<file path="config.mk">
export PLATFORM = sky130hd
export DESIGN_NAME = theta_train_sequencer
export DESIGN_NICKNAME = d
export VERILOG_FILES = /design/src/rtl/theta_seq_pkg.sv /design/src/rtl/gamma_phase_counter.sv /design/src/rtl/theta_train_sequencer.sv
export SDC_FILE = /design/constraint.sdc
export NUM_CORES = 1
export LEC_CHECK = 0
export ABC_CLOCK_PERIOD_IN_PS = 3980
export BUFFER_PORTS_ARGS = -buffer_cell sky130_fd_sc_hd__buf_2
export CAP_MARGIN = 20
export CORE_MARGIN = 1.5
export CORE_UTILIZATION = 53
export CTS_BUF_LIST = sky130_fd_sc_hd__clkbuf_4 sky130_fd_sc_hd__clkbuf_8
export CTS_CLUSTER_DIAMETER = 120
export CTS_CLUSTER_SIZE = 20
export DETAILED_ROUTE_END_ITERATION = 8
export PLACE_DENSITY = 0.82
export SETUP_SLACK_MARGIN = 0.02
export SLEW_MARGIN = 20
export SYNTH_ARGS = -nofsm -noshare
export SYNTH_HDL_FRONTEND = slang
export SYNTH_SLANG_ARGS = --single-unit
</file>
<file path="constraint.sdc">
create_clock -name clk -period 3.98 [get_ports clk]
set_input_delay 0.398 -clock clk [delete_from_list [all_inputs] [get_ports clk]]
set_output_delay 0.398 -clock clk [all_outputs]
set_load 0.01 [all_outputs]
</file>
<file path="src/rtl/theta_seq_pkg.sv">
// rtl/theta_seq_pkg.sv - shared types, defaults and verdict helper for the theta training sequencer
//
// Contents:
//   seq_state_t  3-bit FSM state encoding (also exported on state_dbg)
//   DEF_*        default schedule lengths and verdict thresholds
//   theta_pass() unsigned strict verdict: s0 < s0max && s4 > s4min
package theta_seq_pkg;

  typedef enum logic [2:0] {
    S_IDLE   = 3'd0,
    S_ARM    = 3'd1,
    S_WARMUP = 3'd2,
    S_TRAIN  = 3'd3,
    S_EVAL   = 3'd4,
    S_CHECK  = 3'd5
  } seq_state_t;

  localparam int DEF_WARM_CYC = 20;
  localparam int DEF_SEG_CYC  = 8;
  localparam int DEF_N_SEG    = 6;
  localparam int DEF_EVAL_CYC = 8;
  localparam int DEF_S0_MAX   = 10;
  localparam int DEF_S4_MIN   = 20;

  function automatic logic theta_pass(input logic [7:0] s0, input logic [7:0] s4,
                                      input logic [7:0] s0max, input logic [7:0] s4min);
    return (s0 < s0max) && (s4 > s4min);
  endfunction

endpackage

</file>
<file path="src/rtl/gamma_phase_counter.sv">
// rtl/gamma_phase_counter.sv - counts gamma cycle boundaries within one schedule phase
//
// Ports:
//   clk, rst_n   clock, asynchronous active-low reset
//   cycle_start  one-clk gamma boundary pulse
//   clear        hold the count at zero
//   len          phase length in gamma cycles (>= 1)
//   last         high in the clk where cycle_start meets count == len-1
module gamma_phase_counter (
  input  logic       clk,
  input  logic       rst_n,
  input  logic       cycle_start,
  input  logic       clear,
  input  logic [7:0] len,
  output logic       last
);

  logic [7:0] count;

  assign last = cycle_start && (count == (len - 8'd1));

  // The boundary that ends a phase also starts the next one, so the
  // counter wraps to zero by itself on last.
  always_ff @(posedge clk or negedge rst_n) begin
    if (!rst_n) begin
      count <= 8'd0;
    end else if (clear || last) begin
      count <= 8'd0;
    end else if (cycle_start) begin
      count <= count + 8'd1;
    end
  end

endmodule

</file>
<file path="src/rtl/theta_train_sequencer.sv">
// rtl/theta_train_sequencer.sv - gamma-aligned warm-up / A-B training / frozen evaluation scheduler
//
// Ports:
//   clk, rst_n          clock, asynchronous active-low reset
//   cycle_start         gamma cycle boundary pulse
//   start, abort        run request (IDLE only) / return to IDLE (highest priority)
//   cur_a, cur_b        pattern A / B currents
//   slot0_dbg, slot4_dbg  slot values sampled for the verdict
//   input_current, l3_freeze  drive to the theta datapath
//   busy, done, pass    status: not IDLE / verdict strobe / held verdict
//   seg_idx, state_dbg  training segment index / FSM state
module theta_train_sequencer
  import theta_seq_pkg::*;
#(
  parameter int WARM_CYC = DEF_WARM_CYC,
  parameter int SEG_CYC  = DEF_SEG_CYC,
  parameter int N_SEG    = DEF_N_SEG,
  parameter int EVAL_CYC = DEF_EVAL_CYC,
  parameter int S0_MAX   = DEF_S0_MAX,
  parameter int S4_MIN   = DEF_S4_MIN
) (
  input  logic       clk,
  input  logic       rst_n,
  input  logic       cycle_start,
  input  logic       start,
  input  logic       abort,
  input  logic [7:0] cur_a,
  input  logic [7:0] cur_b,
  input  logic [7:0] slot0_dbg,
  input  logic [7:0] slot4_dbg,
  output logic [7:0] input_current,
  output logic       l3_freeze,
  output logic       busy,
  output logic       done,
  output logic       pass,
  output logic [3:0] seg_idx,
  output logic [2:0] state_dbg
);

  localparam logic [7:0] WARM_LEN = 8'(WARM_CYC);
  localparam logic [7:0] SEG_LEN  = 8'(SEG_CYC);
  localparam logic [7:0] EVAL_LEN = 8'(EVAL_CYC);
  localparam logic [3:0] LAST_SEG = 4'(N_SEG - 1);

  seq_state_t state, state_d;
  logic [7:0] cur_d;
  logic       frz_d, done_d, pass_d, busy_d;
  logic [3:0] seg_d;
  logic       cnt_clear, phase_last;
  logic [7:0] cnt_len;

  gamma_phase_counter u_phase (
    .clk         (clk),
    .rst_n       (rst_n),
    .cycle_start (cycle_start),
    .clear       (cnt_clear),
    .len         (cnt_len),
    .last        (phase_last)
  );

  always_comb begin
    state_d   = state;
    cur_d     = input_current;
    frz_d     = l3_freeze;
    seg_d     = seg_idx;
    done_d    = 1'b0;
    pass_d    = pass;
    cnt_clear = 1'b0;
    cnt_len   = WARM_LEN;

    if (abort) begin
      state_d   = S_IDLE;
      cur_d     = 8'd0;
      frz_d     = 1'b0;
      seg_d     = 4'd0;
      pass_d    = 1'b0;
      cnt_clear = 1'b1;
    end else begin
      case (state)
        S_IDLE: begin
          cur_d     = 8'd0;
          frz_d     = 1'b0;
          cnt_clear = 1'b1;
          if (start) begin
            pass_d  = 1'b0;
            state_d = S_ARM;
          end
        end
        // A boundary in the same clk as start is never seen here, since
        // the FSM is still IDLE in that clk.
        S_ARM: begin
          cnt_clear = 1'b1;
          if (cycle_start) begin
            cur_d   = cur_a;
            state_d = S_WARMUP;
          end
        end
        // Every boundary re-samples the current pattern, so cur_a/cur_b
        // changes land on the next gamma boundary, never mid-cycle.
        S_WARMUP: begin
          cnt_len = WARM_LEN;
          if (cycle_start) cur_d = cur_a;
          if (phase_last) begin
            seg_d = 4'd0;
            if (N_SEG == 0) begin
              state_d = S_EVAL;
              frz_d   = 1'b1;
            end else begin
              state_d = S_TRAIN;
              cur_d   = cur_b;
            end
          end
        end
        S_TRAIN: begin
          cnt_len = SEG_LEN;
          if (cycle_start) cur_d = seg_idx[0] ? cur_a : cur_b;
          if (phase_last) begin
            if (seg_idx == LAST_SEG) begin
              state_d = S_EVAL;
              frz_d   = 1'b1;
              cur_d   = cur_a;
            end else begin
              seg_d = seg_idx + 4'd1;
              cur_d = seg_idx[0] ? cur_b : cur_a;
            end
          end
        end
        // The verdict is registered on the edge into CHECK so that pass is
        // already valid in the clk where done is high.
        S_EVAL: begin
          cnt_len = EVAL_LEN;
          if (cycle_start) cur_d = cur_a;
          if (phase_last) begin
            state_d = S_CHECK;
            done_d  = 1'b1;
            pass_d  = theta_pass(slot0_dbg, slot4_dbg, 8'(S0_MAX), 8'(S4_MIN));
          end
        end
        // CHECK behaves as IDLE for a start arriving with done, so a
        // back-to-back run loses no clk.
        S_CHECK: begin
          cur_d     = 8'd0;
          frz_d     = 1'b0;
          cnt_clear = 1'b1;
          state_d   = S_IDLE;
          if (start) begin
            pass_d  = 1'b0;
            state_d = S_ARM;
          end
        end
        default: begin
          state_d   = S_IDLE;
          cur_d     = 8'd0;
          frz_d     = 1'b0;
          cnt_clear = 1'b1;
        end
      endcase
    end

    busy_d = (state_d != S_IDLE);
  end

  always_ff @(posedge clk or negedge rst_n) begin
    if (!rst_n) begin
      state         <= S_IDLE;
      input_current <= 8'd0;
      l3_freeze     <= 1'b0;
      seg_idx       <= 4'd0;
      done          <= 1'b0;
      pass          <= 1'b0;
      busy          <= 1'b0;
    end else begin
      state         <= state_d;
      input_current <= cur_d;
      l3_freeze     <= frz_d;
      seg_idx       <= seg_d;
      done          <= done_d;
      pass          <= pass_d;
      busy          <= busy_d;
    end
  end

  assign state_dbg = state;

endmodule

</file>
==> results of run 1 <==
power by group through the flow:
| stage | Sequential [mW] | Combinational [mW] | Clock [mW] |
|---|---|---|---|
| 2_1_floorplan | 0.287 | 0.0415 | 0 |
| 3_3_place_gp | 0.288 | 0.0748 | 0 |
| 3_5_place_dp | 0.288 | 0.0772 | 0 |
| 4_1_cts | 0.283 | 0.0774 | 0.128 |
| 5_1_grt | 0.284 | 0.0871 | 0.141 |
| 6_report | 0.284 | 0.0773 | 0.124 |
kinds of logic (layout without fill, tap and decap cells):
kind of cell,after synthesis,in the layout
and+or+nand+nor,86,86
muxes,19,19
adders and majority gates,3,3
DFF,27,27
AOI/OAI and AO/OA,60,60
buffers and inverters,21,68
xor gates and xnor gates,7,7
metrics by stage:
stage / std cells / hold WS, ps / utilization / setup slack [ps]
floorplan: 223 / 102 / - / 1990
global placement: 312 / 444 / 0.646 / 1340
detailed placement: 312 / 450 / 0.646 / 1300
CTS: 316 / 66.8 / 0.654 / 1290
global route: 316 / 82.9 / 0.654 / 1110
finish: 316 / 43.5 / 0.654 / 1270
routing by layer:
layer / vias to the layer above / track usage / share of wire
met5: - / 0 / 0
met4: 0 / 0.0750 / 0.011
met3: 5 / 0.0288 / 0.061
met2: 69 / 0.403 / 0.47
met1: 869 / 0.328 / 0.45
li1: 909 / - / -
final cells by class:
cell class                      count  area share
Inverter                            8      0.0135
Multi-Input combinational cell    175       0.515
Sequential cell                    27       0.305
Tap cell                           46      0.0260
Clock inverter                      1     0.00226
Clock buffer                        3      0.0102
Timing Repair Buffer               56       0.129
sequential cells by signal (all words and copies together), names as in the netlist:
name,count
done,1
state_dbg,3
l3_freeze,1
seg_idx,4
input_current,8
busy,1
u_phase.count,8
pass,1
worst paths after layout:
| path | start | to | slack [ps] | depth (start not counted) |
|---|---|---|---|---|
| max | state_dbg[0]$_DFF_PN0_ | input_current[5]$_DFFE_PN0P_ | 1270 | 7 |
| min | rst_n | state_dbg[1]$_DFF_PN0_ | 40 | 1 |
| max reg2reg | state_dbg[0]$_DFF_PN0_ | input_current[5]$_DFFE_PN0P_ | 1270 | 7 |
| min reg2reg | seg_idx[3]$_DFFE_PN0P_ | seg_idx[3]$_DFFE_PN0P_ | 520 | 1 |
| max in group asynchronous | rst_n | input_current[5]$_DFFE_PN0P_ | 3540 | 1 |
| min in group clk | cur_a[6] | input_current[6]$_DFFE_PN0P_ | 400 | 3 |
worst max-delay path: stages (launching register included):
cell and delay, ps:
dfrtp_1 600, nor2b_1 290, a31o_1 280, o31ai_4 370
buf_4 310, nand3_1 100, a311o_1 490, o211ai_1 210
layout by cell type, fill, tap and decap left out, types with 2 or more instances in the layout:
cell type,n
a2111oi_0,2
or4_1,2
ha_1,3
a31o_2,2
o21ai_0,13
or2_2,2
nand3_1,9
mux2_2,10
nor2b_1,10
clkbuf_4,3
xnor2_1,3
nand3b_1,2
dfrtp_1,27
o211ai_1,14
nor3_1,8
o22ai_1,2
a31oi_1,2
a311o_1,2
nand2_1,18
nand4_1,2
buf_4,2
a21oi_1,15
buf_2,54
inv_1,7
nor2_1,20
nor4_1,3
mux2i_1,9
xor2_1,4
nand2b_1,5
==> metrics.yaml, run 1 <==
synth_mux_area_frac: 0.106
slew_violations: 0
p_int_uw: 350
cts.sinks: 27
grt_pass1_vias: 1741
postSynthAreaPerCell_sq_um: 8.56
cts-buffers-inserted: 3
gp_congestion: 0.844
clockBufferDepth: 2
grt_max_degree: 28
cts_tree: "done"
crit_arrival_ps: 2980
ys_async_sr_fraction: 1.00
final_area_sq_mm: 0.00222
finalHoldViolations: 0
setup-violations-final: 0
drtIter0Drc: 91
seq_area_frac_synth: 0.354
hold_class: "primary input to async pin"
worstPathMaxFanout: 21
crit_path_start_kind: "flop"
placed_cell_area_sq_mm: 0.00219
clk_pin_slew_ps: 150
dr.pass1.iters: 4
wl_um: 4410
syn_area_sq_mm: 0.00191
slew_headroom: 0.578
comb_power_share: 0.159
htree_levels: 1
ys.flop_type: "dfrtp_1"
period_minus_slack_ps: 2710
cts_resized: 0
via_per_inst: 5.86
start_util: 0.563
cts_hold_buf: 0
diodes: 0
vias: 1852
ir_drop_v: 0.0000896
die_w_um: 63
skew_ps: 2.65
wl_per_cell_um: 14.0
root_buffer: "clkbuf_4"
p_sw_uw: 135
rows: 21
synth_nets: 263
seqCellArea_sq_um: 676
endpoint_kind: "flop"
fin_tns_setup_ps: 0
synth.area.top_cells: "dfrtp_1 (35%), mux2_2 (5.9%), o211ai_1 (5.5%)"
worst-endpoint-required_ps: 4250
yosysWarningCount: 0
p_seq_frac: 0.584
synth_largest_area_cell: "dfrtp_1"
insertion_delay_ps: 340
netlist_top_cells_count: "dfrtp_1 (27), nor2_1 (20), nand2_1 (18)"
multiInputGateArea_sq_mm: 0.00114
track_usage: 0.242
synth_top_family_by_area: "simple AND/OR/NAND/NOR gates"
ant_nets: 0
leakagePower_nw: 0.973
timing.fmax_mhz: 368
ys_ff_latch: 27
grt_pass1_wl_um: 7870
synth_top_area_share: 0.354
critPathKind: "flop to flop"
nets: 311
synth_cells: 223
port_buffers: 54
ys_types: 45
rsz0062_at_grt: "false"
route.detailed.drc: 0
synth_simple_gate_area_frac: 0.228
p_sw_frac: 0.279
coreArea_sq_mm: 0.00339
pwr_density_cell_mw_per_mm2: 219
synth_edf_count: 0
synth_fa_ha_area_frac: 0.0197
p_total_uw: 485
drive_above_1_share: 0.278
fin_crit_sh: 0.682
dieHeight_um: 63
dpl.hpwl_um: 3120
status: "finished clean"
gr-total-overflow: 0
worst_pin_slew_ps: 617
p_clk_frac: 0.256
nFillCells: 306
design.die.area_sq_mm: 0.00397
cts_setup_buffers: 0
area_growth_pct: 16.2
io_pins: 56
antenna_found_initial: 0
synth_compound_area_frac: 0.212
drv_cap: 0
yosysMostFrequentCell: "dfrtp_1"
synth_xor_area_frac: 0.0321
(Power assumes the default switching activity.)
==> inputs of run 2 (changes only) <==
ABC_CLOCK_PERIOD_IN_PS = 2800   (was 3980)
clock period = 2.8 ns   (was 3.98 ns; I/O delays follow)
==> run 2 against run 1 <==
Clock skew is 5.0 ps higher. Cell count is 1.6% higher. Combinational power is 50% higher. Critical path depth is 1 lower. Global-route usage is 0.86 points lower. Setup slack worse by 870 ps. Flip-flop and latch count stayed put. Die area stayed put. Critical endpoint is now input_current[2]$_DFFE_PN0P_.
==> metrics.yaml, run 2 (synthesized netlist as in run 1, its figures left out) <==
period_minus_slack_ps: 2400
p_sw_frac: 0.285
diodes: 0
p_sw_uw: 200
grt_max_degree: 28
cp_num_cells: 6
insertion_delay_ps: 350
p_int_uw: 502
skew_ps: 7.68
die_w_um: 63
finalHoldViolations: 0
nFillCells: 292
fin_crit_sh: 0.858
ant_nets: 0
antenna_found_initial: 0
io_pins: 56
path_cells: "and4b_1 -> a31o_1 -> o31ai_4 -> nand3_1 -> a311o_1 -> o211ai_1"
cts_tree: "done"
setup-violations-final: 0
met2_usage: 0.402
holdPathStages: 3
rows: 21
gr-total-overflow: 0
critPathKind: "flop to flop"
seqCellArea_sq_um: 676
final_common_cell: "buf_2"
clk_pin_slew_ps: 160
slowest_stage: "dfrtp_1"
top_regs: "input_current (8), u_phase.count (8), seg_idx (4)"
worst-endpoint-required_ps: 3080
grt_pass1_wl_um: 7540
fin_tns_setup_ps: 0
grt_pass1_vias: 1737
design.die.area_sq_mm: 0.00397
coreArea_sq_mm: 0.00339
timing.fmax_mhz: 416
htree_levels: 1
port_buffers: 54
grt_use_met3: 0.0270
place_inst: 316
via_per_inst: 5.76
nets: 316
drv_cap: 0
cp_top_family: "compound AO/OA/AOI/OAI gates"
status: "finished clean"
wl_per_cell_um: 13.9
dpl.hpwl_um: 3110
wl_um: 4450
p_total_uw: 701
root_buffer: "clkbuf_4"
holdWs_ps: 262
reg2reg_depth: 6
crit_start: "state_dbg[1]$_DFF_PN0_"
final_cells: 321
start_util: 0.563
endpoint_kind: "flop"
pre_cts_slack_ps: 462
use_met1: 0.308
comb_power_share: 0.166
track_usage: 0.233
ir_drop_v: 0.000260
worst_pin_slew_ps: 689
setup_ws_ps: 398
slew_violations: 0
rsz0062_at_grt: "false"
drive_above_1_share: 0.287
vias: 1850
cts.sinks: 27
gp_congestion: 0.814
area_growth_pct: 18.4
cts_setup_buffers: 0
critPathMaxStageDelay_ps: 520
pwr_density_cell_mw_per_mm2: 310
dr.pass1.iters: 4
p_seq_frac: 0.570
dieHeight_um: 63
r2r-start: "state_dbg[1]$_DFF_PN0_"
grt_busiest_layer: "met2"
multiInputGateArea_sq_mm: 0.00114
p_clk_frac: 0.265
worst-path-buf-inv: 0
hp-start: "cur_a[6]"
crit_path_start_kind: "flop"
hold_class: "primary input to flop"
final_cell_mix: "buf_2 (54), dfrtp_1 (27), nor2_1 (20), nand2_1 (18), a21oi_1 (15)"
worstPathMaxFanout: 13
route.detailed.drc: 0
crit_arrival_ps: 2680
leakagePower_nw: 0.996
clockBufferDepth: 2
cts-buffers-inserted: 3
drtIter0Drc: 68
slew_headroom: 0.541
-- run 2: power groups by stage --
| stage | Sequential [mW] | Combinational [mW] | Clock, mW |
|---|---|---|---|
| 2_1_floorplan | 0.409 | 0.0590 | 0 |
| 3_3_place_gp | 0.407 | 0.112 | 0 |
| 3_5_place_dp | 0.407 | 0.115 | 0 |
| 4_1_cts | 0.399 | 0.116 | 0.186 |
| 5_1_grt | 0.401 | 0.130 | 0.204 |
| 6_report | 0.399 | 0.116 | 0.186 |
-- run 2: repair_timing --
item | in CTS | in global routing
hold buffers | 1 | 0
resized for setup | 0 | 0
endpoints found under the hold margin | 27 | 0
-- run 2: routing by layer --
| metal | wire length (um) | share of wire | vias to the layer above |
|---|---|---|---|
| met5 | 0 | 0 | - |
| met4 | 54 | 0.012 | 0 |
| met3 | 223 | 0.050 | 5 |
| met2 | 2050 | 0.46 | 55 |
| met1 | 2130 | 0.48 | 868 |
| li1 | - | - | 922 |
-- run 2: worst paths after layout --
kind / slack, ps / end
worst max-delay path: 400 / input_current[2]$_DFFE_PN0P_
worst min-delay path: 260 / input_current[6]$_DFFE_PN0P_
worst max register to register: 400 / input_current[2]$_DFFE_PN0P_
worst min register to register: 510 / seg_idx[3]$_DFFE_PN0P_
max in group asynchronous: 1950 / seg_idx[0]$_DFFE_PN0P_
min in group asynchronous: 450 / done$_DFF_PN0_
-- run 2: final cells by class --
cell class / count / area share
well taps: 46 / 0.0255
clock buffers: 3 / 0.00997
multi-input cells: 175 / 0.505
inverters: 8 / 0.0133
flip-flops and latches: 27 / 0.299
repair buffers: 61 / 0.144
clock inverters: 1 / 0.00332
-- run 2: stage by stage --
stage	cell area, sq um	utilization
floorplan	1910	-
global placement	2220	0.655
detailed placement	2220	0.655
CTS	2260	0.667
global route	2260	0.667
finish	2260	0.667
-- run 2: tightest hold or removal path, delay by kind of cell --
| kind | cells | cell delay, ps |
|---|---|---|
| AOI/OAI and AO/OA | 2 | 200 |
| buffers and inverters | 1 | 100 |
==> inputs of run 3 (changes only) <==
CELL_PAD_IN_SITES_DETAIL_PLACEMENT = 1   (was not set)
CELL_PAD_IN_SITES_GLOBAL_PLACEMENT = 2   (was not set)
CORE_MARGIN = 5   (was 1.5)
CORE_UTILIZATION = 31   (was 53)
PLACE_DENSITY = not set   (was 0.82)
PLACE_DENSITY_LB_ADDON = 0.1   (was not set)
==> run 3 against run 2 <==
Register-to-register slack better by 20 ps. Global-route usage fell by 7.7 points. Worst hold slack got worse by 240 ps. Sequential power about the same. Via count rose by 2.4%. Sequential share of layout area decreased by 0.77 points.
==> metrics.yaml, run 3 (synthesized netlist as in run 1, its figures left out) <==
period_minus_slack_ps: 2380
start_util: 0.320
final_cell_mix: "buf_2 (54), dfrtp_1 (27), nor2_1 (20), nand2_1 (18), a21oi_1 (15)"
cts_resized: 0
placed_cell_area_sq_mm: 0.00227
cts.sinks: 27
p_int_uw: 549
coreArea_sq_mm: 0.00596
grt_max_degree: 28
dr.pass1.iters: 4
fin_crit_sh: 0.851
seqCellArea_sq_um: 676
clockBufferDepth: 2
timing.fmax_mhz: 420
final_cells: 351
finalHoldViolations: 0
wl_um: 5850
final_common_cell: "buf_2"
slew_violations: 0
vias: 1895
multiInputGateArea_sq_mm: 0.00114
skew_ps: 11.8
critPathKind: "flop to flop"
final_area_sq_mm: 0.00232
comb_power_share: 0.158
p_sw_uw: 217
insertion_delay_ps: 280
via_per_inst: 5.40
nets: 317
die_w_um: 88.5
crit_arrival_ps: 2560
leakagePower_nw: 1.01
nFillCells: 731
design.die.area_sq_mm: 0.00782
grt_pass1_vias: 1991
clk_pin_slew_ps: 110
rows: 28
ant_nets: 0
diodes: 0
p_sw_frac: 0.283
crit_path_start_kind: "flop"
dieHeight_um: 88.5
root_buffer: "clkbuf_8"
grt_pass1_wl_um: 9750
port_buffers: 54
route.detailed.drc: 0
endpoint_kind: "flop"
cts-buffers-inserted: 3
antenna_found_initial: 0
status: "finished clean"
cts_hold_buf: 0
htree_levels: 1
worst-endpoint-required_ps: 2980
fin_tns_setup_ps: 0
area_growth_pct: 21.6
drtIter0Drc: 59
gp_congestion: 0.730
io_pins: 56
worst_pin_slew_ps: 661
pwr_density_cell_mw_per_mm2: 330
p_clk_frac: 0.320
setup-violations-final: 0
hold_class: "primary input to async pin"
rsz0062_at_grt: "false"
drive_above_1_share: 0.293
worstPathMaxFanout: 26
place_inst: 347
holdWs_ps: 17.1
p_total_uw: 766
p_seq_frac: 0.522
cts_tree: "done"
cts_setup_buffers: 0
slew_headroom: 0.559
wl_per_cell_um: 16.7
top_regs: "input_current (8), u_phase.count (8), seg_idx (4)"
gr-total-overflow: 0
ir_drop_v: 0.000200
dpl.hpwl_um: 4310
track_usage: 0.156
drv_cap: 0
-- run 3: cell count changes in the layout (fill, tap and decap cells not counted) --
cell,delta
clkbuf_4,-3
clkbuf_8,+3
dlygate4sd3_1,-1
buf_4,+2
-- run 3: final timing paths --
| check | start | end | slack [ps] | depth (start not counted) |
|---|---|---|---|---|
| setup / recovery | u_phase.count[2]$_DFFE_PN0P_ | seg_idx[2]$_DFFE_PN0P_ | 420 | 7 |
| max in group asynchronous | rst_n | state_dbg[2]$_DFF_PN0_ | 2350 | 1 |
| hold reg to reg | seg_idx[3]$_DFFE_PN0P_ | seg_idx[3]$_DFFE_PN0P_ | 510 | 1 |
| setup reg to reg | u_phase.count[2]$_DFFE_PN0P_ | seg_idx[2]$_DFFE_PN0P_ | 420 | 7 |
| hold / removal | rst_n | input_current[6]$_DFFE_PN0P_ | 20 | 1 |
| min in group clk | abort | state_dbg[2]$_DFF_PN0_ | 310 | 2 |
-- run 3: per-stage QoR --
stage | setup WS, ps | util
finish | 417 | 0.389
global route | 208 | 0.389
CTS | 396 | 0.389
detailed placement | 423 | 0.381
global placement | 441 | 0.381
floorplan | 809 | -
-- run 3: cell type report --
type / count / share of cell area
multi-input combinational: 175 / 0.492
sequential: 27 / 0.291
timing repair buffer: 62 / 0.142
tap: 75 / 0.0405
clock buffer: 3 / 0.0178
inverter: 8 / 0.0129
clock inverter: 1 / 0.00324
-- run 3: power groups by stage --
stage / sequential (mW) / clock (mW) / combinational, mW
after floorplan: 0.409 / 0 / 0.0590
after global placement: 0.408 / 0 / 0.120
after detailed placement: 0.407 / 0 / 0.123
after CTS: 0.400 / 0.254 / 0.124
after global routing: 0.401 / 0.269 / 0.137
final: 0.400 / 0.245 / 0.121
-- run 3: layer usage --
metal  vias up  share of wire  track usage
met1       935           0.48        0.213
li1        921              -            -
met4         0         0.0075       0.0206
met3         4          0.045       0.0251
met5         -              0            0
met2        35           0.46        0.267
-- run 3: critical path: stages, from the launching register on --
cell and delay (ps):
dfrtp_1 490, nand2b_1 180, o311ai_1 460, o31ai_4 120, buf_4 240, nand3b_1 300
o21bai_1 230, a31o_2 240
